File: src/rtl/unary_pkg.sv
// Shared sizing helpers for the unary arithmetic datapath.
package unary_pkg;

  function automatic int count_width(input int n);
    return $clog2(n + 1);
  endfunction

  function automatic int prod_width(input int n);
    return 2 * count_width(n);
  endfunction

  localparam int DEF_N      = 32;
  localparam int DEF_CW     = count_width(DEF_N);
  localparam int DEF_PROD_W = 2 * DEF_CW;

  typedef logic [DEF_CW-1:0] count_t;

endpackage

File: src/rtl/unary_isqrt.sv
// Combinational floor integer square root, restoring digit-by-digit (two input bits per step).
module unary_isqrt #(
  parameter int W = 12
) (
  input  logic [W-1:0]   x,
  output logic [W/2-1:0] root
);

  localparam int H = W / 2;

  logic [W+1:0] rem;
  logic [W+1:0] trial;
  logic [H-1:0] acc;

  always_comb begin
    rem   = '0;
    trial = '0;
    acc   = '0;
    for (int i = H - 1; i >= 0; i--) begin
      rem   = {rem[W-1:0], x[2*i +: 2]};
      trial = {{H{1'b0}}, acc, 2'b01};
      if (rem >= trial) begin
        rem = rem - trial;
        acc = {acc[H-2:0], 1'b1};
      end else begin
        acc = {acc[H-2:0], 1'b0};
      end
    end
    root = acc;
  end

endmodule

File: src/rtl/unary_sqrt_stream.sv
// Online square root of a rate-coded bitstream: N bits with A ones in, N bits with
// floor(sqrt(A*N)) ones out, each output bit released as soon as the bounds on A decide it.
module unary_sqrt_stream
  import unary_pkg::*;
#(
  parameter int N  = DEF_N,
  parameter int CW = count_width(N)
) (
  input  logic clk,
  input  logic reset,
  input  logic in_valid,
  output logic in_ready,
  input  logic in_bit,
  output logic out_valid,
  input  logic out_ready,
  output logic out_bit,
  output logic out_last,
  output logic busy
);

  localparam int PW = 2 * CW;

  logic [CW-1:0] in_cnt, a_ones, y_ones, y_zeros;
  logic [CW-1:0] l_bound, u_bound, n_minus_u, emitted;
  logic [PW-1:0] prod_l, prod_u;
  logic          accept, hs, close, load, cand_one, cand_zero, last_next, frame_open;

  assign prod_l = PW'(a_ones) * PW'(N);
  assign prod_u = (PW'(a_ones) + PW'(N) - PW'(in_cnt)) * PW'(N);

  unary_isqrt #(.W(PW)) u_isqrt_lo (.x(prod_l), .root(l_bound));
  unary_isqrt #(.W(PW)) u_isqrt_hi (.x(prod_u), .root(u_bound));

  assign n_minus_u  = CW'(N) - u_bound;
  assign emitted    = y_ones + y_zeros;
  assign frame_open = emitted < CW'(N);
  assign last_next  = emitted == CW'(N - 1);

  assign cand_one  = y_ones < l_bound;
  assign cand_zero = !cand_one && (y_zeros < n_minus_u);

  assign in_ready = in_cnt < CW'(N);
  assign accept   = in_valid && in_ready;
  assign hs       = out_valid && out_ready;
  assign close    = hs && out_last;

  // The closing bit waits for the whole input frame, otherwise the tail of this
  // frame's input would be counted into the next one after the counters clear.
  assign load = (cand_one || cand_zero) && (!out_valid || hs) && frame_open &&
                (!last_next || (in_cnt == CW'(N)));

  assign busy = (in_cnt != '0) || out_valid || (emitted != '0);

  always_ff @(posedge clk or negedge reset) begin
    if (!reset) begin
      in_cnt  <= '0;
      a_ones  <= '0;
      y_ones  <= '0;
      y_zeros <= '0;
    end else if (close) begin
      in_cnt  <= '0;
      a_ones  <= '0;
      y_ones  <= '0;
      y_zeros <= '0;
    end else begin
      if (accept) begin
        in_cnt <= in_cnt + 1'b1;
        a_ones <= a_ones + CW'(in_bit);
      end
      if (load) begin
        if (cand_one) y_ones  <= y_ones + 1'b1;
        else          y_zeros <= y_zeros + 1'b1;
      end
    end
  end

  always_ff @(posedge clk or negedge reset) begin
    if (!reset) begin
      out_valid <= 1'b0;
      out_bit   <= 1'b0;
      out_last  <= 1'b0;
    end else if (load) begin
      out_valid <= 1'b1;
      out_bit   <= cand_one;
      out_last  <= last_next;
    end else if (hs) begin
      out_valid <= 1'b0;
    end
  end

endmodule

File: config.mk
export PLATFORM = sky130hd
export DESIGN_NAME = unary_sqrt_stream
export DESIGN_NICKNAME = d
export VERILOG_FILES = /design/src/rtl/unary_pkg.sv /design/src/rtl/unary_isqrt.sv /design/src/rtl/unary_sqrt_stream.sv
export SDC_FILE = /design/constraint.sdc
export NUM_CORES = 1
export LEC_CHECK = 0
export CAP_MARGIN = 0
export CORE_UTILIZATION = 65
export DETAILED_ROUTE_END_ITERATION = 8
export GPL_TIMING_DRIVEN = 0
export PLACE_DENSITY_LB_ADDON = 0.2
export SLEW_MARGIN = 5
export SYNTH_ARGS = -nofsm -noshare
export SYNTH_HDL_FRONTEND = slang
export SYNTH_SLANG_ARGS = --single-unit
File: constraint.sdc
create_clock -name clk -period 11.3 [get_ports clk]
set_clock_uncertainty 0.15 [all_clocks]
set_input_delay 1.695 -clock clk [delete_from_list [all_inputs] [get_ports clk]]
set_output_delay 1.695 -clock clk [all_outputs]
set_load 0.1 [all_outputs]
==> metrics.md <==
| Metric | Value |
|---|---|
| Number of I/O pins | 10 |
| WS Path Type | reg -> reg |
| DRC Markers | 0 |
| Rel. slew slack | 35.1% |
| ANT nets after route | 0 |
| Initial DRT Pass Iterations | 5 |
| Initial antenna violation count | 0 |
| Syn Area/Cell | 8.13 sq um |
| Die Y | 85.4 um |
| Overflow after GRT | 0 |
| Hold Path Class | reg -> reg |
| Synth Area in Compound Gates | 24.6% |
| Core Util, Final | 71.9% |
| GR Layer Usage met3 | 3.11% |
| Netlist Area Pre-Place | 0.00452 sq mm |
| Filler cells | 540 |
| Most used cell along the critical path | ha_1 |
| Buffers on Ports | 9 |
| Layer with the highest usage | met2 |
| Clk root buf | clkbuf_8 |
| Setup-failing EPs final | 0 |
| Clock buffer depth | 2 |
| Worst R2R Path Depth | 52 |
| Post-detail-place hpwl | 8580 um |
| Yosys warnings | 0 |
| Crit path max fanout | 10 |
| Synth cell count leaders | ha_1 (67), nor2_1 (50), a21oi_1 (40) |
| Outcome | finished, final reports clean |
| Final Max Tran Viols | 0 |
| DRT iter0 DRCs | 328 |
| Hold Violations, Final | 0 |
| #FFs+latches synth | 27 |
| Number of synthesized flops with an enable pin | 0 |
| Top delay family on crit path | simple AND/OR/NAND/NOR gates |
| Netlist cell types | 86 |
| Critical path depth in cells | 52 |
| Multi-input logic area | 0.00370 sq mm |
| Post-route minimum period | 10.78 ns |
| Clk slew on worst S/H paths | 0.10 ns |
| CTS Buf Count | 3 |
| Buf/Inv on CP | 5 |
| Initial Util | 66.9% |
| Period utilization | 95.4% |
| CP required | 11.35 ns |
| Adder-Cell Fraction of Synth Area | 20.3% |
| Num Clock Sinks | 27 |
| Synth top area cells | ha_1 (19%), dfrtp_1 (15%), xnor2_1 (5.4%) |
| Crit path DAT | 10.83 ns |
| Fin cells | 652 |
| Storage cell area | 677 sq um |
| Final hold slack | 0.334 ns |
| Largest family of logic cells by synthesized area | compound AO/OA/AOI/OAI gates |
| Met1 GRT Util | 44.1% |
| Largest net degree at the start of global routing | 28 |
| Synth Area in Simple Gates | 24.1% |
| Slowest CP cell | dfrtp_2 |
| XOR/XNOR Fraction of Synth Area | 7.92% |
| GPL Wtd Cong | 0.920 |
| Via density | 6.60 |
| Worst slew pin tran | 0.971 ns |
| Mux share of post-synthesis cell area | 3.16% |
| Inst Count DP | 645 |
| Layout area overhead | 7.53% |
| CTS tree | built |
| Number of diodes | 0 |
| Drt total wl | 10900 um |
| Cell Rows | 30 |
| Final nets | 649 |
| Wirelength per Cell | 16.7 um |
| Die ar. | 0.00729 sq mm |
| Max Clk Rate | 0.0928 GHz |
| CP max stage delay | 0.48 ns |
| Register area share after synthesis | 15.0% |
| Vias in the first global route | 4084 |
| Hold path depth | 1 |
| Critical Path End Type | register |
| Top_reg_cell synth | dfrtp_1 |
| Tot GR Track Use | 31.0% |
| Synth area leader | ha_1 |
| Met2 GRT Util | 51.9% |
| Share of the synthesized area in the top cell type | 18.5% |
| Share of cells above drive strength 1 | 11.9% |
| Later-pin clock latency in the skew report | 0.28 ns |
| H-tree levels | 1 |
| Syn nets | 632 |
| Core footprint | 0.00676 sq mm |
| Die Wd | 85.4 um |
| Post-Syn Instances | 556 |
| Via count | 4302 |
| Max_cap viols | 0 |
| CP Launch Type | register |
| Most numerous cell in the Yosys netlist | ha_1 |
| Async SR Flop Fraction | 100% |
| First-pass GRT wire length | 18600 um |
| Setup TNS | 0 ns |
## kinds of logic after synthesis
kind of cell,count (synthesis)
AOI/OAI and AO/OA,150
and+or+nand+nor,203
muxes,13
xor gates and xnor gates,40
buffers and inverters,52
DFF,27
adders and majority gates,71
## path summary, 6_finish.rpt
path / from / endpoint / slack, ns
setup / recovery: a_ones[1] / y_zeros[4] / 0.52
max in group asynchronous: reset / a_ones[1] / 9.30
hold / removal: out_bit / out_bit / 0.33
hold reg to reg: out_bit / out_bit / 0.33
setup reg to reg: a_ones[1] / y_zeros[4] / 0.52
min in group asynchronous: reset / y_zeros[4] / 1.27
## registers in the layout, indices dropped and copies added, names as in the netlist
signal     cells
a_ones         6
in_cnt         6
out_bit        1
out_last       1
out_valid      1
y_ones         6
y_zeros        6
## placed cells by master (no fill, tap or decap), types with 12 or more instances in the layout
cell	instances
nor2_1	45
xnor2_1	28
dfrtp_1	26
nand2_1	38
a21oi_1	36
nand2b_1	12
a21o_1	16
nand3_1	27
inv_1	38
ha_1	65
o21ai_0	14
## metrics by stage
stage                     cell area, sq um  worst slack [ns]
after floorplan                       4520              1.19
after global placement                4710           -0.0872
after detailed placement              4710            -0.451
after CTS                             4780            0.0282
after global routing                  4860           -0.0826
final                                 4860             0.520
## routing by layer
layer,vias up,part of all wire (%)
li1,2092,-
met1,2046,45
met2,156,47
met3,8,6.4
met4,0,0.77
met5,-,0
## cell type report
cell class                      count  area share [%]
Buffer                             10            1.21
Clock buffer                        3           0.850
Clock inverter                      1           0.103
Inverter                           42            3.40
Multi-Input combinational cell    477            76.2
Sequential cell                    27            13.9
Tap cell                           80            2.06
Timing Repair Buffer               12            2.21
## repair_timing
action / in CTS / in global routing
buffers inserted: 1 / 2
resized for setup: 7 / 16
pin swaps: 1 / 3
hold buffers: 0 / 0
endpoints found under the hold margin: 0 / 0
endpoints found under the setup margin: 8 / 9
Power is left out: the tool's default activity adds up to more than one toggle a clock period on the data nets, which glitch-free logic cannot reach.
